### config.mk
export PLATFORM = sky130hd
export DESIGN_NAME = uart_cmd_ctrl
export DESIGN_NICKNAME = d
export VERILOG_FILES = /design/src/rtl/uart_cmd_pkg.sv /design/src/rtl/uart_cmd_buf.sv /design/src/rtl/uart_cmd_ctrl.sv
export SDC_FILE = /design/constraint.sdc
export NUM_CORES = 1
export LEC_CHECK = 0
export ABC_AREA = 1
export BUFFER_PORTS_ARGS = -buffer_cell sky130_fd_sc_hd__buf_2
export CAP_MARGIN = 5
export CELL_PAD_IN_SITES_DETAIL_PLACEMENT = 1
export CELL_PAD_IN_SITES_GLOBAL_PLACEMENT = 2
export CORE_ASPECT_RATIO = 1.4
export CORE_UTILIZATION = 40
export CTS_BUF_LIST = sky130_fd_sc_hd__clkbuf_2 sky130_fd_sc_hd__clkbuf_4 sky130_fd_sc_hd__clkbuf_8
export CTS_CLUSTER_DIAMETER = 60
export DETAILED_ROUTE_END_ITERATION = 7
export PLACE_DENSITY = 0.84
export SLEW_MARGIN = 30
export SYNTH_ARGS = -nofsm -noshare
export SYNTH_HDL_FRONTEND = slang
export SYNTH_SLANG_ARGS = --single-unit
### constraint.sdc
create_clock -name clk -period 2.5 [get_ports clk]
set_input_delay 0.25 -clock clk [delete_from_list [all_inputs] [get_ports clk]]
set_output_delay 0.25 -clock clk [all_outputs]
set_load 0.05 [all_outputs]
### src/rtl/uart_cmd_pkg.sv
// rtl/uart_cmd_pkg.sv - shared state encoding and framing constants for uart_cmd_ctrl
package uart_cmd_pkg;

    typedef enum logic [2:0] {
        HUNT,
        ADDR,
        LEN,
        DATA,
        CHK,
        DRAIN
    } state_t;

    localparam logic [7:0] SYNC_BYTE = 8'hA5;
    localparam int         HDR_BYTES = 3;

endpackage

### src/rtl/uart_cmd_buf.sv
// rtl/uart_cmd_buf.sv - payload buffer: sequential write while framing, sequential read while draining
module uart_cmd_buf #(
    parameter int MAX_LEN = 16
) (
    input  logic       clk,
    input  logic       rst_n,
    input  logic       ptr_clr_i,
    input  logic       wr_en_i,
    input  logic [7:0] wr_data_i,
    input  logic       rd_adv_i,
    output logic [7:0] rd_data_o
);

    localparam int AW = (MAX_LEN > 1) ? $clog2(MAX_LEN) : 1;

    logic [7:0]    mem_q [MAX_LEN];
    logic [AW-1:0] wr_ptr_q;
    logic [AW-1:0] rd_ptr_q;

    always_ff @(posedge clk or negedge rst_n) begin
        if (!rst_n) begin
            wr_ptr_q <= '0;
            rd_ptr_q <= '0;
        end else if (ptr_clr_i) begin
            wr_ptr_q <= '0;
            rd_ptr_q <= '0;
        end else begin
            if (wr_en_i) wr_ptr_q <= wr_ptr_q + 1'b1;
            if (rd_adv_i) rd_ptr_q <= rd_ptr_q + 1'b1;
        end
    end

    // Storage carries no reset; contents are only read after a full frame has been written.
    always_ff @(posedge clk) begin
        if (wr_en_i) mem_q[wr_ptr_q] <= wr_data_i;
    end

    assign rd_data_o = mem_q[rd_ptr_q];

endmodule

### src/rtl/uart_cmd_ctrl.sv
// rtl/uart_cmd_ctrl.sv - frames UART bytes into checksummed register writes; UART_CMD_TIMEOUT_EN adds inter-byte timeout
module uart_cmd_ctrl
    import uart_cmd_pkg::*;
#(
    parameter int CLK_FREQ      = 12_000_000,
    parameter int BAUD_RATE     = 115200,
    parameter int MAX_LEN       = 16,
    parameter int TIMEOUT_BYTES = 4
) (
    input  logic       clk,
    input  logic       rst_n,
    input  logic [7:0] rx_data,
    input  logic       rx_valid,
    output logic       wr_valid,
    input  logic       wr_ready,
    output logic [7:0] wr_addr,
    output logic [7:0] wr_data,
    output logic       frame_ok,
    output logic       err_chk,
    output logic       err_len,
    output logic       err_overrun,
    output logic       err_timeout
);

    localparam logic [7:0] MAX_LEN_B = 8'(MAX_LEN);

    state_t     state_q;
    logic [7:0] addr_q;
    logic [7:0] len_q;
    logic [7:0] sum_q;
    logic [7:0] idx_q;
    logic       wr_valid_q;
    logic [7:0] wr_addr_q;
    logic [7:0] wr_data_q;
    logic       frame_ok_q;
    logic       err_chk_q;
    logic       err_len_q;
    logic       err_overrun_q;

    logic       buf_clr;
    logic       buf_wr;
    logic       buf_adv;
    logic [7:0] buf_rd;
    logic       last_beat;
    logic       chk_match;

    assign last_beat = (idx_q == len_q - 8'd1);
    assign chk_match = (rx_data == sum_q);

    assign buf_clr = (state_q == LEN) && rx_valid;
    assign buf_wr  = (state_q == DATA) && rx_valid;
    // Read pointer runs one entry ahead of the presented write so the next byte is ready at handshake.
    assign buf_adv = ((state_q == CHK) && rx_valid && chk_match) ||
                     ((state_q == DRAIN) && wr_valid_q && wr_ready && !last_beat);

    uart_cmd_buf #(
        .MAX_LEN(MAX_LEN)
    ) u_buf (
        .clk      (clk),
        .rst_n    (rst_n),
        .ptr_clr_i(buf_clr),
        .wr_en_i  (buf_wr),
        .wr_data_i(rx_data),
        .rd_adv_i (buf_adv),
        .rd_data_o(buf_rd)
    );

`ifdef UART_CMD_TIMEOUT_EN
    localparam longint TO_RELOAD = (longint'(TIMEOUT_BYTES) * 64'd10 * longint'(CLK_FREQ)) / longint'(BAUD_RATE);
    localparam int     TO_W      = $clog2(TO_RELOAD + 1);

    logic [TO_W-1:0] to_q;
    logic            err_timeout_q;
`endif

    always_ff @(posedge clk or negedge rst_n) begin
        if (!rst_n) begin
            state_q       <= HUNT;
            addr_q        <= 8'h00;
            len_q         <= 8'h00;
            sum_q         <= 8'h00;
            idx_q         <= 8'h00;
            wr_valid_q    <= 1'b0;
            wr_addr_q     <= 8'h00;
            wr_data_q     <= 8'h00;
            frame_ok_q    <= 1'b0;
            err_chk_q     <= 1'b0;
            err_len_q     <= 1'b0;
            err_overrun_q <= 1'b0;
`ifdef UART_CMD_TIMEOUT_EN
            to_q          <= '0;
            err_timeout_q <= 1'b0;
`endif
        end else begin
            frame_ok_q    <= 1'b0;
            err_chk_q     <= 1'b0;
            err_len_q     <= 1'b0;
            err_overrun_q <= 1'b0;
            case (state_q)
                HUNT: begin
                    if (rx_valid && rx_data == SYNC_BYTE) state_q <= ADDR;
                end
                ADDR: begin
                    if (rx_valid) begin
                        addr_q  <= rx_data;
                        sum_q   <= rx_data;
                        state_q <= LEN;
                    end
                end
                LEN: begin
                    if (rx_valid) begin
                        if (rx_data == 8'h00 || rx_data > MAX_LEN_B) begin
                            err_len_q <= 1'b1;
                            state_q   <= HUNT;
                        end else begin
                            len_q   <= rx_data;
                            sum_q   <= sum_q + rx_data;
                            idx_q   <= 8'h00;
                            state_q <= DATA;
                        end
                    end
                end
                DATA: begin
                    if (rx_valid) begin
                        sum_q <= sum_q + rx_data;
                        idx_q <= idx_q + 8'd1;
                        if (last_beat) state_q <= CHK;
                    end
                end
                CHK: begin
                    if (rx_valid) begin
                        if (chk_match) begin
                            wr_valid_q <= 1'b1;
                            wr_addr_q  <= addr_q;
                            wr_data_q  <= buf_rd;
                            idx_q      <= 8'h00;
                            state_q    <= DRAIN;
                        end else begin
                            err_chk_q <= 1'b1;
                            state_q   <= HUNT;
                        end
                    end
                end
                DRAIN: begin
                    if (rx_valid) err_overrun_q <= 1'b1;
                    if (wr_valid_q && wr_ready) begin
                        if (last_beat) begin
                            wr_valid_q <= 1'b0;
                            frame_ok_q <= 1'b1;
                            state_q    <= HUNT;
                        end else begin
                            idx_q     <= idx_q + 8'd1;
                            wr_addr_q <= wr_addr_q + 8'd1;
                            wr_data_q <= buf_rd;
                        end
                    end
                end
                default: state_q <= HUNT;
            endcase
`ifdef UART_CMD_TIMEOUT_EN
            // An arriving byte always beats expiry in the same cycle.
            err_timeout_q <= 1'b0;
            if (rx_valid) begin
                to_q <= TO_W'(TO_RELOAD);
            end else if (state_q == ADDR || state_q == LEN || state_q == DATA || state_q == CHK) begin
                if (to_q == '0) begin
                    err_timeout_q <= 1'b1;
                    state_q       <= HUNT;
                end else begin
                    to_q <= to_q - 1'b1;
                end
            end
`endif
        end
    end

    assign wr_valid    = wr_valid_q;
    assign wr_addr     = wr_addr_q;
    assign wr_data     = wr_data_q;
    assign frame_ok    = frame_ok_q;
    assign err_chk     = err_chk_q;
    assign err_len     = err_len_q;
    assign err_overrun = err_overrun_q;
`ifdef UART_CMD_TIMEOUT_EN
    assign err_timeout = err_timeout_q;
`else
    assign err_timeout = 1'b0;
`endif

endmodule

==> out/metrics.json <==
{
  "number_of_pins_with_negative_max_slew_slack_in_the_final_report": {"value": 0},
  "design.final.nets": {"value": 968},
  "fp.dieH": {"value": 178, "unit": "µm"},
  "area_delta_synth_final": {"value": 13.6, "unit": "%"},
  "cts-buffers-inserted": {"value": 17},
  "hold_slack": {"value": 0.0667, "unit": "ns"},
  "worst_r2r_startpoint": {"value": "sum_q[2]"},
  "clock_sink_count": {"value": 192},
  "placed_cell_area": {"value": 0.00960, "unit": "mm²"},
  "holdCritStartpoint": {"value": "rx_data[0]"},
  "detail-route-antenna-nets": {"value": 0},
  "yosysUniqueCellTypes": {"value": 41},
  "setup_slack": {"value": 0.422, "unit": "ns"},
  "timing.reg2reg.setup_slack": {"value": 0.42, "unit": "ns"},
  "pwr_density_cell": {"value": 1000, "unit": "mW/mm²"},
  "timing.final.setup_violations": {"value": 0},
  "syn_nets": {"value": 899},
  "grt_antenna_before_repair": {"value": 0},
  "min_to": {"value": "u_buf.mem_q[8][0]"},
  "syn-instance-count": {"value": 871},
  "worstSetupEndpointType": {"value": "flip-flop"},
  "worstPathMaxFanout": {"value": 16},
  "worst_ir_drop_vdd": {"value": 347, "unit": "µV"},
  "number_of_diodes": {"value": 0},
  "vias": {"value": 6665},
  "cts.path.max_buffers": {"value": 2},
  "place_congestion": {"value": 0.828},
  "final_cell_area": {"value": 0.0100, "unit": "mm²"},
  "min_period": {"value": 2.08, "unit": "ns"},
  "yosysTopAreaCell": {"value": "sky130_fd_sc_hd__edfxtp_1"},
  "fp.dieArea": {"value": 0.0227, "unit": "mm²"},
  "syn_area": {"value": 0.00883, "unit": "mm²"},
  "cts-root-buf": {"value": "sky130_fd_sc_hd__clkbuf_8"},
  "dp_hpwl": {"value": 18000, "unit": "µm"},
  "worst_r2r_path_depth": {"value": 9},
  "globalRoute.totalOverflow": {"value": 0},
  "synth-edff-count": {"value": 128},
  "viasPerCell": {"value": 5.35},
  "grt_max_degree": {"value": 68},
  "cap_violations": {"value": 0},
  "p_leak": {"value": 4.05, "unit": "nW"},
  "cts_htree_levels": {"value": 4},
  "place.port_buffers": {"value": 32},
  "place_ws": {"value": 0.356, "unit": "ns"},
  "timing.fmax": {"value": 481, "unit": "MHz"},
  "slew_headroom": {"value": 0.523},
  "netlist.area_leader.share": {"value": 0.435},
  "worst-setup-path-type": {"value": "flip-flop to flip-flop"},
  "postSynthAreaPerCell": {"value": 10.1, "unit": "µm²"},
  "setup_tns_after_final_layout": {"value": 0, "unit": "ns"},
  "worst-endpoint-arrival": {"value": 2.45, "unit": "ns"},
  "fillers": {"value": 2458},
  "final_cell_count_no_fill": {"value": 1245},
  "crit_required": {"value": 2.88, "unit": "ns"},
  "cts-resized-gates": {"value": 0},
  "synth_sequential_area_ratio": {"value": 0.617},
  "final_count_of_hold_timing_violations": {"value": 0},
  "first_global_vias": {"value": 7006},
  "global_route_wire_length_before_repair": {"value": 39800, "unit": "µm"},
  "outcome": {"value": "completed"},
  "cell_types_with_the_largest_area_share_after_synthesis": {"value": "sky130_fd_sc_hd__edfxtp_1, sky130_fd_sc_hd__dfrtp_1, sky130_fd_sc_hd__nand2_1, sky130_fd_sc_hd__o21ai_0, sky130_fd_sc_hd__nor2_1"},
  "hp-class": {"value": "primary input to flip-flop"},
  "average_routed_wire_per_standard_cell": {"value": 20.6, "unit": "µm"},
  "setup.worst_path.start_class": {"value": "flip-flop"},
  "tritoncts": {"value": "yes"},
  "grt_setup_unrepaired": {"value": "false"},
  "cts.clk_slew.worst_paths": {"value": 0.10, "unit": "ns"},
  "timing.rr.end": {"value": "idx_q[7]"},
  "finalCritPeriodShare": {"value": 0.831},
  "initial_core_util": {"value": 0.412},
  "drc": {"value": 0},
  "drt-pass1-iter-count": {"value": 5},
  "top_level_pins": {"value": 34},
  "share_of_cells_above_drive_strength_1": {"value": 0.155},
  "horiz_die_dim": {"value": 128, "unit": "µm"},
  "detail_route.wirelength": {"value": 25600, "unit": "µm"},
  "synth-seq-cells": {"value": 192},
  "std_cell_rows": {"value": 63},
  "detail_route.iter0.violations": {"value": 447},
  "gr-usage-all-layers": {"value": 0.242},
  "post-place-cells": {"value": 1212},
  "asyncSetResetFlopFracSynth": {"value": 0.333},
  "floorplan.core_area": {"value": 0.0214, "unit": "mm²"},
  "final.setup_skew": {"value": 0.0141, "unit": "ns"},
  "regArea": {"value": 0.00545, "unit": "mm²"},
  "post_cts_buffers": {"value": 0},
  "postSynth.topFlopCell": {"value": "sky130_fd_sc_hd__edfxtp_1"},
  "min_delay_path_depth": {"value": 1},
  "multiInputGateArea": {"value": 0.00299, "unit": "mm²"},
  "clk-insertion-delay-late": {"value": 0.49, "unit": "ns"},
  "max_slew.worst_pin.slew": {"value": 0.715, "unit": "ns"},
  "yosys_warnings": {"value": 0}
}
-- cell type report --
class / instances / area share
clock inverters: 15 / 0.0182
well taps: 292 / 0.0364
repair buffers: 83 / 0.0581
multi-input cells: 585 / 0.298
clock buffers: 17 / 0.0233
flip-flops and latches: 192 / 0.543
inverters: 61 / 0.0228
-- registers in the layout, indices dropped and copies added, names as in the netlist, 4 cells and up --
signal          flops
u_buf.mem_q       128
addr_q              8
idx_q               8
len_q               8
sum_q               8
wr_addr             8
wr_data             8
u_buf.rd_ptr_q      4
u_buf.wr_ptr_q      4
-- synth_stat cells (3+ instances only) --
cell type	number
sky130_fd_sc_hd__nand2_1	189
sky130_fd_sc_hd__edfxtp_1	128
sky130_fd_sc_hd__nor2_1	118
sky130_fd_sc_hd__o21ai_0	104
sky130_fd_sc_hd__dfrtp_1	64
sky130_fd_sc_hd__inv_1	54
sky130_fd_sc_hd__nand3_1	45
sky130_fd_sc_hd__o221ai_1	32
sky130_fd_sc_hd__clkbuf_1	19
sky130_fd_sc_hd__ha_1	15
sky130_fd_sc_hd__nand4_1	14
sky130_fd_sc_hd__a21oi_1	13
sky130_fd_sc_hd__buf_2	9
sky130_fd_sc_hd__o21ai_2	8
sky130_fd_sc_hd__xnor2_1	8
sky130_fd_sc_hd__inv_2	6
sky130_fd_sc_hd__xor2_1	6
sky130_fd_sc_hd__nor2_2	5
sky130_fd_sc_hd__nand2_4	4
sky130_fd_sc_hd__nand2_2	3
-- stage by stage --
| step | total power (W) | utilization |
|---|---|---|
| after global placement | 0.00788 | 0.448 |
| after floorplan | 0.00672 | - |
| after global routing | 0.0107 | 0.468 |
| after CTS | 0.0101 | 0.468 |
| final | 0.0100 | 0.468 |
| after detailed placement | 0.00797 | 0.448 |
-- worst max-delay path: stages (launching register included) --
cell                      delay, ns
sky130_fd_sc_hd__dfrtp_1       0.39
sky130_fd_sc_hd__ha_1          0.36
sky130_fd_sc_hd__nor3_1        0.22
sky130_fd_sc_hd__nand4_1       0.19
sky130_fd_sc_hd__nand2_1       0.13
sky130_fd_sc_hd__nand2_1       0.12
sky130_fd_sc_hd__nor2_1        0.22
sky130_fd_sc_hd__nand2_4       0.18
sky130_fd_sc_hd__nand2_1       0.11
sky130_fd_sc_hd__o21ai_2       0.05
-- worst max path at each step --
stage	start	end	slack (ns)
2_1_floorplan	state_q[2]	u_buf.mem_q[7][0]	0.48
3_3_place_gp	rx_data[5]	idx_q[7]	0.38
3_5_place_dp	rx_data[5]	idx_q[1]	0.36
4_1_cts	len_q[0]	wr_data[6]	0.41
5_1_grt	sum_q[2]	idx_q[4]	0.19
6_report	sum_q[2]	idx_q[7]	0.42
-- logic make-up (layout without fill, tap and decap cells) --
| group | Yosys count | after routing | synth area share |
|---|---|---|---|
| adders and majority gates | 16 | 16 | 0.0235 |
| DFF | 192 | 192 | 0.617 |
| AOI/OAI and AO/OA | 165 | 165 | 0.113 |
| and+or+nand+nor | 389 | 389 | 0.187 |
| xor gates and xnor gates | 14 | 14 | 0.0139 |
| other | 1 | 1 | 0.000425 |
| buffers and inverters | 94 | 176 | 0.0451 |
-- power breakdown --
group,total [W],internal (W),switching (W),leakage [nW]
logic,0.00374,0.00110,0.00264,1.88
clock network,0.00218,0.00100,0.00118,0.206
registers,0.00413,0.00379,0.000341,1.97
-- what timing repair did --
action	CTS	global route
hold endpoints to repair	26	0
setup endpoints to repair	0	0
hold buffers	1	0
-- cell usage in the layout, fill, tap and decap left out, types with 3 or more instances in the layout --
| master | netlist | layout |
|---|---|---|
| sky130_fd_sc_hd__buf_2 | 9 | 32 |
| sky130_fd_sc_hd__nor2_1 | 118 | 118 |
| sky130_fd_sc_hd__xnor2_1 | 8 | 8 |
| sky130_fd_sc_hd__nor2_2 | 5 | 5 |
| sky130_fd_sc_hd__o221ai_1 | 32 | 32 |
| sky130_fd_sc_hd__clkinv_2 | 0 | 3 |
| sky130_fd_sc_hd__clkbuf_8 | 0 | 17 |
| sky130_fd_sc_hd__edfxtp_1 | 128 | 128 |
| sky130_fd_sc_hd__nand4_1 | 14 | 14 |
| sky130_fd_sc_hd__dfrtp_1 | 64 | 63 |
| sky130_fd_sc_hd__o21ai_0 | 104 | 104 |
| sky130_fd_sc_hd__inv_8 | 0 | 3 |
| sky130_fd_sc_hd__nand2_2 | 3 | 3 |
| sky130_fd_sc_hd__nand2_1 | 189 | 189 |
| sky130_fd_sc_hd__inv_2 | 6 | 7 |
| sky130_fd_sc_hd__ha_1 | 15 | 15 |
| sky130_fd_sc_hd__buf_4 | 2 | 47 |
| sky130_fd_sc_hd__nand3_1 | 45 | 45 |
| sky130_fd_sc_hd__o21ai_2 | 8 | 8 |
| sky130_fd_sc_hd__xor2_1 | 6 | 6 |
| sky130_fd_sc_hd__buf_12 | 0 | 3 |
| sky130_fd_sc_hd__a21oi_1 | 13 | 13 |
| sky130_fd_sc_hd__bufinv_16 | 0 | 3 |
| sky130_fd_sc_hd__nand2_4 | 4 | 4 |
| sky130_fd_sc_hd__clkinvlp_4 | 0 | 3 |
| sky130_fd_sc_hd__inv_1 | 54 | 53 |
-- metal layers --
metal	share of wire	global-route usage
met5	0	0
met4	0.047	0.126
met3	0.031	0.0365
met2	0.54	0.448
met1	0.38	0.265
Note: power is estimated with default switching activity, not from simulation.
